[config.mk]
export PLATFORM = sky130hd
export DESIGN_NAME = threeway_enc_ctrl
export DESIGN_NICKNAME = d
export VERILOG_FILES = /design/src/rtl/threeway_pkg.sv /design/src/rtl/linear.sv /design/src/rtl/threeway_enc_ctrl.sv
export SDC_FILE = /design/constraint.sdc
export NUM_CORES = 1
export LEC_CHECK = 0
export ABC_AREA = 0
export BUFFER_PORTS_ARGS = -buffer_cell sky130_fd_sc_hd__buf_2
export CAP_MARGIN = 40
export CORE_UTILIZATION = 31
export CTS_BUF_LIST = sky130_fd_sc_hd__clkbuf_8
export DETAILED_ROUTE_END_ITERATION = 8
export GPL_TIMING_DRIVEN = 0
export PLACE_DENSITY_LB_ADDON = 0.12
export SYNTH_ARGS = -nofsm -noshare
export SYNTH_HDL_FRONTEND = slang
export SYNTH_SLANG_ARGS = --single-unit
[constraint.sdc]
create_clock -name clk -period 3.34 [get_ports clk]
set_clock_uncertainty 0.2 [all_clocks]
set_input_delay 0.501 -clock clk [delete_from_list [all_inputs] [get_ports clk]]
set_output_delay 0.501 -clock clk [all_outputs]
set_load 0.005 [all_outputs]
[src/rtl/threeway_pkg.sv]
// Shared types, constants and round helpers for the 3-Way encryption core.
// Block word order everywhere: a0 = [31:0], a1 = [63:32], a2 = [95:64].
package threeway_pkg;

    localparam int          WORD_W  = 32;
    localparam int          BLOCK_W = 96;
    localparam logic [16:0] RC_POLY = 17'h11011;

    typedef enum logic [1:0] {
        IDLE,
        RUN,
        FINAL,
        DONE
    } state_t;

    typedef struct packed {
        logic [WORD_W-1:0] a2;
        logic [WORD_W-1:0] a1;
        logic [WORD_W-1:0] a0;
    } block_t;

    function automatic block_t pi1(input block_t s);
        block_t r;
        r    = s;
        r.a0 = {s.a0[9:0], s.a0[31:10]};
        r.a2 = {s.a2[30:0], s.a2[31]};
        return r;
    endfunction

    function automatic block_t pi2(input block_t s);
        block_t r;
        r    = s;
        r.a0 = {s.a0[30:0], s.a0[31]};
        r.a2 = {s.a2[9:0], s.a2[31:10]};
        return r;
    endfunction

    function automatic block_t gamma(input block_t s);
        block_t r;
        r.a0 = s.a0 ^ (s.a1 | ~s.a2);
        r.a1 = s.a1 ^ (s.a2 | ~s.a0);
        r.a2 = s.a2 ^ (s.a0 | ~s.a1);
        return r;
    endfunction

    function automatic block_t keymix(
        input block_t      s,
        input block_t      k,
        input logic [15:0] rc
    );
        block_t r;
        r.a0 = s.a0 ^ k.a0 ^ {rc, 16'h0};
        r.a1 = s.a1 ^ k.a1;
        r.a2 = s.a2 ^ k.a2 ^ {16'h0, rc};
        return r;
    endfunction

    // Shift left in GF(2); a carry into bit 16 folds back via the polynomial.
    function automatic logic [15:0] rc_next(input logic [15:0] rc);
        logic [16:0] t;
        t = {rc, 1'b0};
        if (t[16]) begin
            t = t ^ RC_POLY;
        end
        return t[15:0];
    endfunction

endpackage

[src/rtl/linear.sv]
// Theta linear mixing layer of 3-Way (combinational, 96-bit).
// Ports: iword (96-bit block in), oword (96-bit block out), word0 = [31:0].
module linear (
    input  logic [95:0] iword,
    output logic [95:0] oword
);

    // Output word for position i given words i, i+1, i+2 (mod 3).
    function automatic logic [31:0] th(
        input logic [31:0] x,
        input logic [31:0] y,
        input logic [31:0] z
    );
        return x ^ (x >> 16) ^ (y << 16) ^ (y >> 16) ^ (z << 16)
                 ^ (y >> 24) ^ (z << 8)  ^ (z >> 8)  ^ (x << 24)
                 ^ (z >> 16) ^ (x << 16) ^ (z >> 24) ^ (x << 8);
    endfunction

    logic [31:0] w0, w1, w2;

    assign w0 = iword[31:0];
    assign w1 = iword[63:32];
    assign w2 = iword[95:64];

    assign oword = {th(w2, w0, w1), th(w1, w2, w0), th(w0, w1, w2)};

endmodule

[src/rtl/threeway_enc_ctrl.sv]
// Iterative 3-Way encryption controller: one rho round per clock, one shared
// theta instance, valid/ready on both sides.
// Ports: clk, rst_n (async, active low); in_valid/in_ready/in_data/in_key
// (block intake, accepted only in IDLE); out_valid/out_ready/out_data
// (ciphertext, held until taken); busy (RUN or FINAL).
module threeway_enc_ctrl
    import threeway_pkg::*;
#(
    parameter int          ROUNDS  = 11,
    parameter logic [15:0] RC_INIT = 16'h0b0b
) (
    input  logic        clk,
    input  logic        rst_n,
    input  logic        in_valid,
    output logic        in_ready,
    input  logic [95:0] in_data,
    input  logic [95:0] in_key,
    output logic        out_valid,
    input  logic        out_ready,
    output logic [95:0] out_data,
    output logic        busy
);

    localparam int CNT_W = (ROUNDS > 1) ? $clog2(ROUNDS) : 1;
    localparam logic [CNT_W-1:0] CNT_LAST = CNT_W'(ROUNDS - 1);

    state_t           state_q;
    logic [CNT_W-1:0] cnt_q;
    logic [15:0]      rc_q;
    block_t           blk_q;
    block_t           key_q;
    logic             out_valid_q;

    block_t lin_in;
    block_t lin_out;
    block_t round_out;

    // Theta always sees the key-mixed state; RUN and FINAL differ only in
    // whether the nonlinear part follows it.
    assign lin_in = keymix(blk_q, key_q, rc_q);

    linear u_linear (
        .iword(lin_in),
        .oword(lin_out)
    );

    assign round_out = pi2(gamma(pi1(lin_out)));

    always_ff @(posedge clk or negedge rst_n) begin
        if (!rst_n) begin
            state_q     <= IDLE;
            cnt_q       <= '0;
            rc_q        <= RC_INIT;
            blk_q       <= '0;
            key_q       <= '0;
            out_valid_q <= 1'b0;
        end else begin
            unique case (state_q)
                IDLE: begin
                    if (in_valid) begin
                        blk_q   <= block_t'(in_data);
                        key_q   <= block_t'(in_key);
                        rc_q    <= RC_INIT;
                        cnt_q   <= '0;
                        state_q <= RUN;
                    end
                end
                RUN: begin
                    blk_q <= round_out;
                    rc_q  <= rc_next(rc_q);
                    cnt_q <= cnt_q + CNT_W'(1);
                    if (cnt_q == CNT_LAST) begin
                        state_q <= FINAL;
                    end
                end
                FINAL: begin
                    blk_q       <= lin_out;
                    out_valid_q <= 1'b1;
                    state_q     <= DONE;
                end
                DONE: begin
                    if (out_ready) begin
                        out_valid_q <= 1'b0;
                        state_q     <= IDLE;
                    end
                end
                default: state_q <= IDLE;
            endcase
        end
    end

    assign in_ready  = (state_q == IDLE);
    assign busy      = (state_q == RUN) || (state_q == FINAL);
    assign out_valid = out_valid_q;
    // Intermediate round states never leak onto the output bus.
    assign out_data  = out_valid_q ? 96'(blk_q) : '0;

endmodule

## Yosys cells after proc, flatten, opt, wreduce, memory -nomap -nowiden

Index checks and enable logic that the tools add are counted.

- Bits in latches: 0
- Bits in writable memories: 0
- Flip-flop bits (word level): 215
- Input port bits: 196
- ROM bits: 0
- Output and inout bits: 99
- Memories kept: 0

- $lt $le $gt $ge: 0
- Divide/modulo/power cells: 0
- Bitwise gates (word level): 51
- Reduce and logical (&&, ||, !) cells: 10
- $mul: 0
- Equality and inequality tests: 7
- Multiplexer cells: 14
- Shift operators: 0
- $add $sub $neg: 1

Operator list:

| operator | number |
|---|---|
| XOR 32 bit | 25 |
| XOR 32 x 16 -> 32 bit | 10 |
| case mux 96 bit (3 select lines) | 1 |
| 2-to-1 mux 96 bit | 2 |
| XOR 32 x 8 -> 32 bit | 6 |
| inverter 32 bit | 3 |
| OR 32 bit | 3 |
| XOR 32 x 24 -> 32 bit | 3 |
| case mux 16 bit (2 select lines) | 1 |
| 2-to-1 mux 16 bit | 1 |
| 2-to-1 mux 13 bit | 1 |
| case mux 2 bit (4 select lines) | 1 |
| case mux 4 bit (2 select lines) | 1 |
| AND reduction 2 bit | 4 |
| 2-to-1 mux 2 bit | 3 |
| inequality test 2 bit, second input constant | 3 |
| adder 4 x 1 -> 4 bit, second input constant | 1 |
| equality test 2 bit, second input constant | 2 |
| equality test 4 bit, second input constant | 1 |
| 2-to-1 mux 4 bit | 1 |
| nonzero test 2 bit | 2 |
| inverter 3 bit | 1 |
| AND reduction 3 bit | 1 |
| nonzero test 3 bit | 1 |
| 5 further kinds | 5 |

## Depth between registers and ports, before layout

Gate-level depths: netlist of run 1.

- Depth after elaboration: 18
- Gate-level depth with buffers: 10

## Hierarchy

From an unflattened synthesis of run 1, not the netlist that was laid out.

- Cells, all modules: 1,668
- Area, all modules: 16,279.4 sq um

By module, submodules not included:

| module | cells each | instances | area each (sq um) | sequential area each (sq um) |
|---|---|---|---|---|
| threeway_enc_ctrl | 1,288 | 1 | 12,881.1 | 5,387.7 |
| linear | 380 | 1 | 3,398.3 | 0.0 |

## Worst setup path before layout of run 1

OpenSTA, ideal clock, no wires.

- Path type: register -> register
- Start point: register rc_q[3]
- End point: register blk_q[89] (netlist bit)
- Arrival time: 2.409 ns
- Setup time: 0.128 ns
- Slack: 0.603 ns
- Path buffers: 0
- Stages on the path, launching flop included: 8
- Path through: dfstp_2 > xnor3_1 > xnor3_1 > xnor3_1 > nor2b_1 > xnor2_1 > a221oi_1 > o21ai_1

- Word-level cells in the longest chain between the ends: 9

RTL lines:

| item | RTL line | text |
|---|---|---|
| start, declared | threeway_enc_ctrl.sv:29 | `logic [15:0] rc_q;` |
| start signal, assigned | threeway_enc_ctrl.sv:70 | `rc_q <= rc_next(rc_q);` |
| XOR 32 bit | threeway_pkg.sv:52 | `r.a0 = s.a0 ^ k.a0 ^ {rc, 16'h0};` |
| XOR 32 x 16 -> 32 bit | linear.sv:16 | `^ (z >> 16) ^ (x << 16) ^ (z >> 24) ^ (x << 8);` |
| XOR 32 bit | linear.sv:16 |  |
| XOR 32 x 8 -> 32 bit | linear.sv:16 |  |
| XOR 32 bit | linear.sv:16 |  |
| inverter 32 bit | threeway_pkg.sv:42 | `r.a2 = s.a2 ^ (s.a0 \| ~s.a1);` |
| OR 32 bit | threeway_pkg.sv:42 |  |
| XOR 32 bit | threeway_pkg.sv:42 |  |
| case mux 96 bit (3 select lines) | threeway_enc_ctrl.sv:58 | `unique case (state_q)` |
| end signal, assigned | threeway_enc_ctrl.sv:61 | `blk_q <= block_t'(in_data);` |
| end signal, assigned | threeway_enc_ctrl.sv:69 | `blk_q <= round_out;` |
| end signal, assigned | threeway_enc_ctrl.sv:77 | `blk_q <= lin_out;` |
| end, declared | threeway_enc_ctrl.sv:30 | `block_t blk_q;` |

Every way passes these cells.
A chain may end at the register's enable or synchronous reset.

## Final worst setup path of run 1

- Start point: register state_q[0]
- End point: register blk_q[84] (netlist bit)

- Word-level cells in the longest chain between the ends: 3

RTL lines:

| item | RTL line | text |
|---|---|---|
| start, declared | threeway_enc_ctrl.sv:27 | `state_t state_q;` |
| start signal, assigned | threeway_enc_ctrl.sv:51 | `state_q <= IDLE;` |
| start signal, assigned | threeway_enc_ctrl.sv:65 | `state_q <= RUN;` |
| start signal, assigned | threeway_enc_ctrl.sv:73 | `state_q <= FINAL;` |
| equality test 2 x 1 -> 1 bit, or another cell as far along | threeway_enc_ctrl.sv:58 |  |
| nonzero test 3 bit (no source line) or inequality test 2 bit (tied branches) | n/a |  |
| AND reduction 2 bit (no source line) | n/a |  |

Parallel ways exist; a longest one is shown, timed or not.

==> results.cfg, run 1 <==
[run_status]
outcome = finished, final reports clean

[timing]
worst_slack_ns = 0.02788
fin_crit_ns = 3.312
rsz0062_at_grt = yes
hold_viol = 0
tightest_slew_ns = 1.102
setup_violations = 0
period_share_pct = 99.17
clock.fmax_ghz = 0.3019
drv_slew = 0
relSlewSlack_pct = 26.55

[drt]
vias_per_cell = 5.224
wl_per_cell_um = 29.69
drtIter0Drc = 1586
vias = 15470
routed_wl_um = 87930
drc = 0
dr.pass1.iters = 6
detail-route-antenna-nets = 0

[synth]
synth-seq-cells = 215
yosys_warnings = 0
syn-instance-count = 1617
synth_nets = 1820
ys_async_sr_fraction_pct = 100.0
netlist_top_cells_area = dfrtp_1 29%, xnor3_1 17%, xnor2_1 10%, mux2_2 6.0%, xor3_1 3.6%
synth_cell_types = 63
ys_seq_area_share_pct = 30.10
netlist.area_leader.share_pct = 29.22
yosysTopAreaCell = dfrtp_1
netlist_area_mm2 = 0.01790
synth_area_per_cell_um2 = 11.07
ys.flop_type = dfrtp_1
synth_edf_count = 0

[cts]
h-tree-depth = 2
cts-buffers-inserted = 46
clock_sinks = 215
clkLatencyLatePin_ns = 0.65
tritoncts = yes
clock-root-buffer = clkbuf_8
cts_max_path_buffers = 3
path_clk_slew_ns = 0.07

[global_routing]
grt_pass1_vias = 15570
grt_overflow = 0
antenna_found_initial = 4
grt_max_degree = 96
track_usage_pct = 29.61
grt_pass1_wl_um = 120500

[placed_design]
gp_congestion = 0.9767
hpwl_um = 68590
portBuffers = 294
dp_cells = 2706
pre_cts_ws_ns = -0.3984

[worst_setup_path]
worst-path-max-fanout = 10
r2r_slack_ns = 0.03
cpMaxStageDelayCell = clkbuf_1
critPathArrivalTime_ns = 3.64
critical_path.top_delay_family = buffers and inverters
worst-path-buf-inv = 5
setup.worst_path.start_class = flip-flop
path_cells = inv_1 > ha_1 > clkbuf_1 > inv_1 > clkbuf_1 > clkbuf_1 > a21oi_1 > o221ai_1
crit_top_cell = clkbuf_1
cp_slowest_stage_delay_ns = 0.71
crit_type = reg2reg
cp-end-kind = flip-flop
crit_required_ns = 3.67

[layout]
final_nets = 2369
drive_above_1_share_pct = 28.87
fin_cells = 2962
final_common_cell = buf_2
mostFrequentLayoutCells = 300 x buf_2, 208 x dfrtp_1, 199 x xnor2_1
syn_to_final_growth_pct = 32.89

[floorplanning]
start_util_pct = 31.56
die_area_mm2 = 0.05871
dieHeight_um = 242.3
floorplan.rows = 87
io-pin-count = 295
die_x_um = 242.3
core_area_mm2 = 0.05671

[run]
cap_violations = 0

[hold_path]
hp-class = in2reg
==> area by class of cell <==
| class | count | area [µm²] |
|---|---|---|
| Antenna cell | 3 | 7.507 |
| Buffer | 84 | 352.8 |
| Clock buffer | 58 | 798.3 |
| Clock inverter | 27 | 141.4 |
| Fill cell | 5599 | 32930 |
| Inverter | 9 | 33.78 |
| Multi-Input combinational cell | 1308 | 12450 |
| Sequential cell | 215 | 5389 |
| Tap cell | 756 | 945.9 |
| Timing Repair Buffer | 502 | 3666 |
==> tightest hold or removal path: cells and delay by family <==
family,cells,cell delay (ns)
and+or+nand+nor,2,0.21
buffers and inverters,1,0.10
==> per-layer routing <==
layer  part of all wire, %  GRT usage (%)  vias to the layer above
met5                     0              0                        -
met4                   3.1          9.270                        0
met3                   8.0          5.727                      120
met2                    45          46.16                      697
met1                    44          41.27                     7867
li1                      -              -                     6789
==> repair_timing <==
item,in CTS,in global routing
pin swaps,2,1
setup buffers,0,2
hold endpoints to repair,226,0
resized for setup,36,46
hold buffers,167,0
setup endpoints to repair,90,53
==> final timing paths <==
check / startpoint / end / cells after the start
max: state_q[0] / blk_q[84] / 8
min: in_data[49] / blk_q[49] / 3
max reg2reg: state_q[0] / blk_q[84] / 8
min reg2reg: key_q[72] / key_q[72] / 1
max in group asynchronous: rst_n / key_q[48] / 3
min in group asynchronous: rst_n / key_q[76] / 2
==> state kept, by name, indices dropped and copies added (netlist names) <==
signal and cells:
state_q 2, cnt_q 4, key_q 96, blk_q 96, out_valid 1, rc_q 16
==> through the flow <==
stage / setup TNS, ns / area, µm² / hold WS [ns] / util [%]
after global placement: -626.60 / 20320 / 0.2918 / 35.82
after global routing: -0.01351 / 23780 / 0.03314 / 41.93
after detailed placement: -7.465 / 20830 / 0.2429 / 36.73
final: 0 / 23790 / 0.03459 / 41.94
after floorplan: 0 / 17900 / 0.005409 / -
after CTS: 0 / 23590 / 0.003669 / 41.60
==> cells in the mapped netlist (17+ instances only) <==
cell type / number
a21oi_1: 38
a221oi_1: 44
and2_1: 98
clkbuf_1: 71
dfrtp_1: 209
mux2_2: 96
nand2_1: 89
nand2b_1: 17
nor2_1: 112
nor3_1: 96
o21ai_0: 91
o21ai_1: 22
xnor2_1: 207
xnor2_2: 28
xnor3_1: 133
xor2_1: 59
xor3_1: 27
==> cells by family (layout without fill, tap and decap cells) <==
| kind of cell | count (synthesis) | in the layout | share of synthesized area (%) |
|---|---|---|---|
| DFF | 215 | 215 | 30.10 |
| muxes | 102 | 102 | 6.382 |
| and+or+nand+nor | 463 | 463 | 12.95 |
| AOI/OAI and AO/OA | 259 | 259 | 9.500 |
| other | 0 | 3 | 0 |
| adders and majority gates | 7 | 7 | 0.4893 |
| xor gates and xnor gates | 477 | 477 | 38.61 |
| buffers and inverters | 94 | 680 | 1.978 |
Power of run 1 is left out: the tool's default activity adds up to more than one toggle a clock period on the data nets, which glitch-free logic cannot reach.
==> inputs of run 2 (changes only) <==
PLACE_DENSITY = 0.52   (was default)
PLACE_DENSITY_LB_ADDON = default   (was 0.12)
==> run 2 against run 1 <==
Compared with the run above:
- register-to-register slack worse by 0.03 ns
- sequential share of layout area up 0.066 points
- core utilization down 0.13 points
- count of clock-buffer cells in the layout shrank 3
- via count grew 1.2%
- cell area decreased by 0.32%
- the run now ends with setup timing left
- critical path type unchanged
- global-route usage about the same
- sequential cell count unchanged
- critical path depth shrank 2
- fmax is 0.93% lower
==> results.cfg, run 2 (synthesis results as in run 1) <==
[drt]
drtIter0Drc = 1373
dr.pass1.iters = 6
vias = 15660
routed_wl_um = 87820
drc = 0
detail-route-antenna-nets = 0
vias_per_cell = 5.295
wl_per_cell_um = 29.69

[worst_setup_path]
worstReg2RegStart = rc_q[3]
cp_slowest_stage_delay_ns = 0.63
r2r_slack_ns = -0.003
critPathArrivalTime_ns = 3.64
cpMaxStageDelayCell = dfstp_2
crit_required_ns = 3.64
worst-path-max-fanout = 6
r2r_cells = 6
crit_top_cell = a21oi_1
path_cells = xnor3_2 > xor2_2 > xnor3_1 > and4b_1 > a21oi_1 > a21oi_1
cp-end-kind = flip-flop
setup.worst_path.start_class = flip-flop
worstReg2RegEnd = blk_q[66]
crit_type = reg2reg

[placed_design]
hpwl_um = 69190
portBuffers = 294
gp_congestion = 0.9700
pre_cts_ws_ns = -0.3451
dp_cells = 2712

[timing]
period_share_pct = 100.1
tightest_slew_ns = 1.019
hold_ws_ns = 0.03380
rsz0062_at_grt = yes
setup_violations = 1
setup_tns_ns = -0.003040
fin_crit_ns = 3.343
relSlewSlack_pct = 32.08
clock.fmax_ghz = 0.2991
worst_slack_ns = -0.003040
hold_viol = 0
drv_slew = 0

[hold_path]
holdPathStages = 3
min_from = in_data[84]
min_to = blk_q[84]
hp-class = in2reg

[global_routing]
grt_overflow = 0
antenna_found_initial = 2
track_usage_pct = 29.58
grt_pass1_vias = 15670
grt_pass1_wl_um = 120700
grt_max_degree = 99

[run]
cap_violations = 0

[layout]
drive_above_1_share_pct = 27.81
final_nets = 2373
mostFrequentLayoutCells = 297 x buf_2, 209 x dfrtp_1, 197 x xnor2_1
reg_top3 = blk_q (96), key_q (96), rc_q (16)
syn_to_final_growth_pct = 32.47
fillers = 5482
fin_cells = 2958
final_common_cell = buf_2

[run_status]
outcome = complete, but fails checks
violations = setup timing

[floorplanning]
floorplan.rows = 87
die_x_um = 242.3
core_area_mm2 = 0.05671
io-pin-count = 295
die_area_mm2 = 0.05871
dieHeight_um = 242.3
start_util_pct = 31.56

[cts]
clkLatencyLatePin_ns = 0.65
tritoncts = yes
path_clk_slew_ns = 0.06
clock_sinks = 215
clock-root-buffer = clkbuf_8
cts_max_path_buffers = 3
cts-buffers-inserted = 44
h-tree-depth = 2
## run 2: layout make-up
cell class              count  area [µm²]  share of cell area, %
well taps                 756       945.9                  3.989
multi-input cells        1308       12370                  52.17
inverters                   9       33.78                 0.1425
clock buffers              55       757.0                  3.192
flip-flops and latches    215        5388                  22.72
plain buffers              84       335.3                  1.414
repair buffers            508        3734                  15.75
clock inverters            22       145.1                 0.6121
diodes                      1       2.502                0.01055
## run 2: critical path: cells and delay by family (launching register included)
family,cells,cell delay [ns]
AOI/OAI and AO/OA,2,0.62
xor gates and xnor gates,3,1.48
DFF,1,0.63
and+or+nand+nor,1,0.25
## run 2: layer usage
metal | global-route usage (%) | up-vias | routed length, µm | share of wire (%)
met3 | 6.348 | 152 | 7419 | 8.4
met5 | 0 | - | 0 | 0
met4 | 11.80 | 0 | 3776 | 4.3
met2 | 45.64 | 813 | 38870 | 44
li1 | - | 6782 | - | -
met1 | 40.23 | 7915 | 37750 | 43
## run 2: how the worst max path moves through the flow
| stage | from | end | slack [ns] | cells after the start |
|---|---|---|---|---|
| after floorplan | rc_q[3] | blk_q[89] | 0.60 | 7 |
| after global placement | rst_n | key_q[16] | -2.70 | 1 |
| after detailed placement | state_q[0] | blk_q[49] | -0.35 | 10 |
| after CTS | state_q[0] | blk_q[53] | -0.004 | 10 |
| after global routing | state_q[0] | blk_q[58] | -0.005 | 10 |
| final | rc_q[3] | blk_q[66] | -0.003 | 6 |
## run 2: timing repair
action | CTS | global route
buffers inserted | 0 | 3
pin swaps | 1 | 2
gates cloned | 0 | 0
endpoints found under the setup margin | 37 | 34
endpoints found under the hold margin | 245 | 0
hold buffers | 164 | 0
resized for setup | 23 | 28
## run 2: metrics by stage
step,util [%],area [µm²]
after CTS,41.53,23550
after global placement,35.82,20320
after detailed placement,36.84,20890
final,41.81,23710
after global routing,41.81,23710
after floorplan,-,17900
Power of run 2 is left out for the same reason.
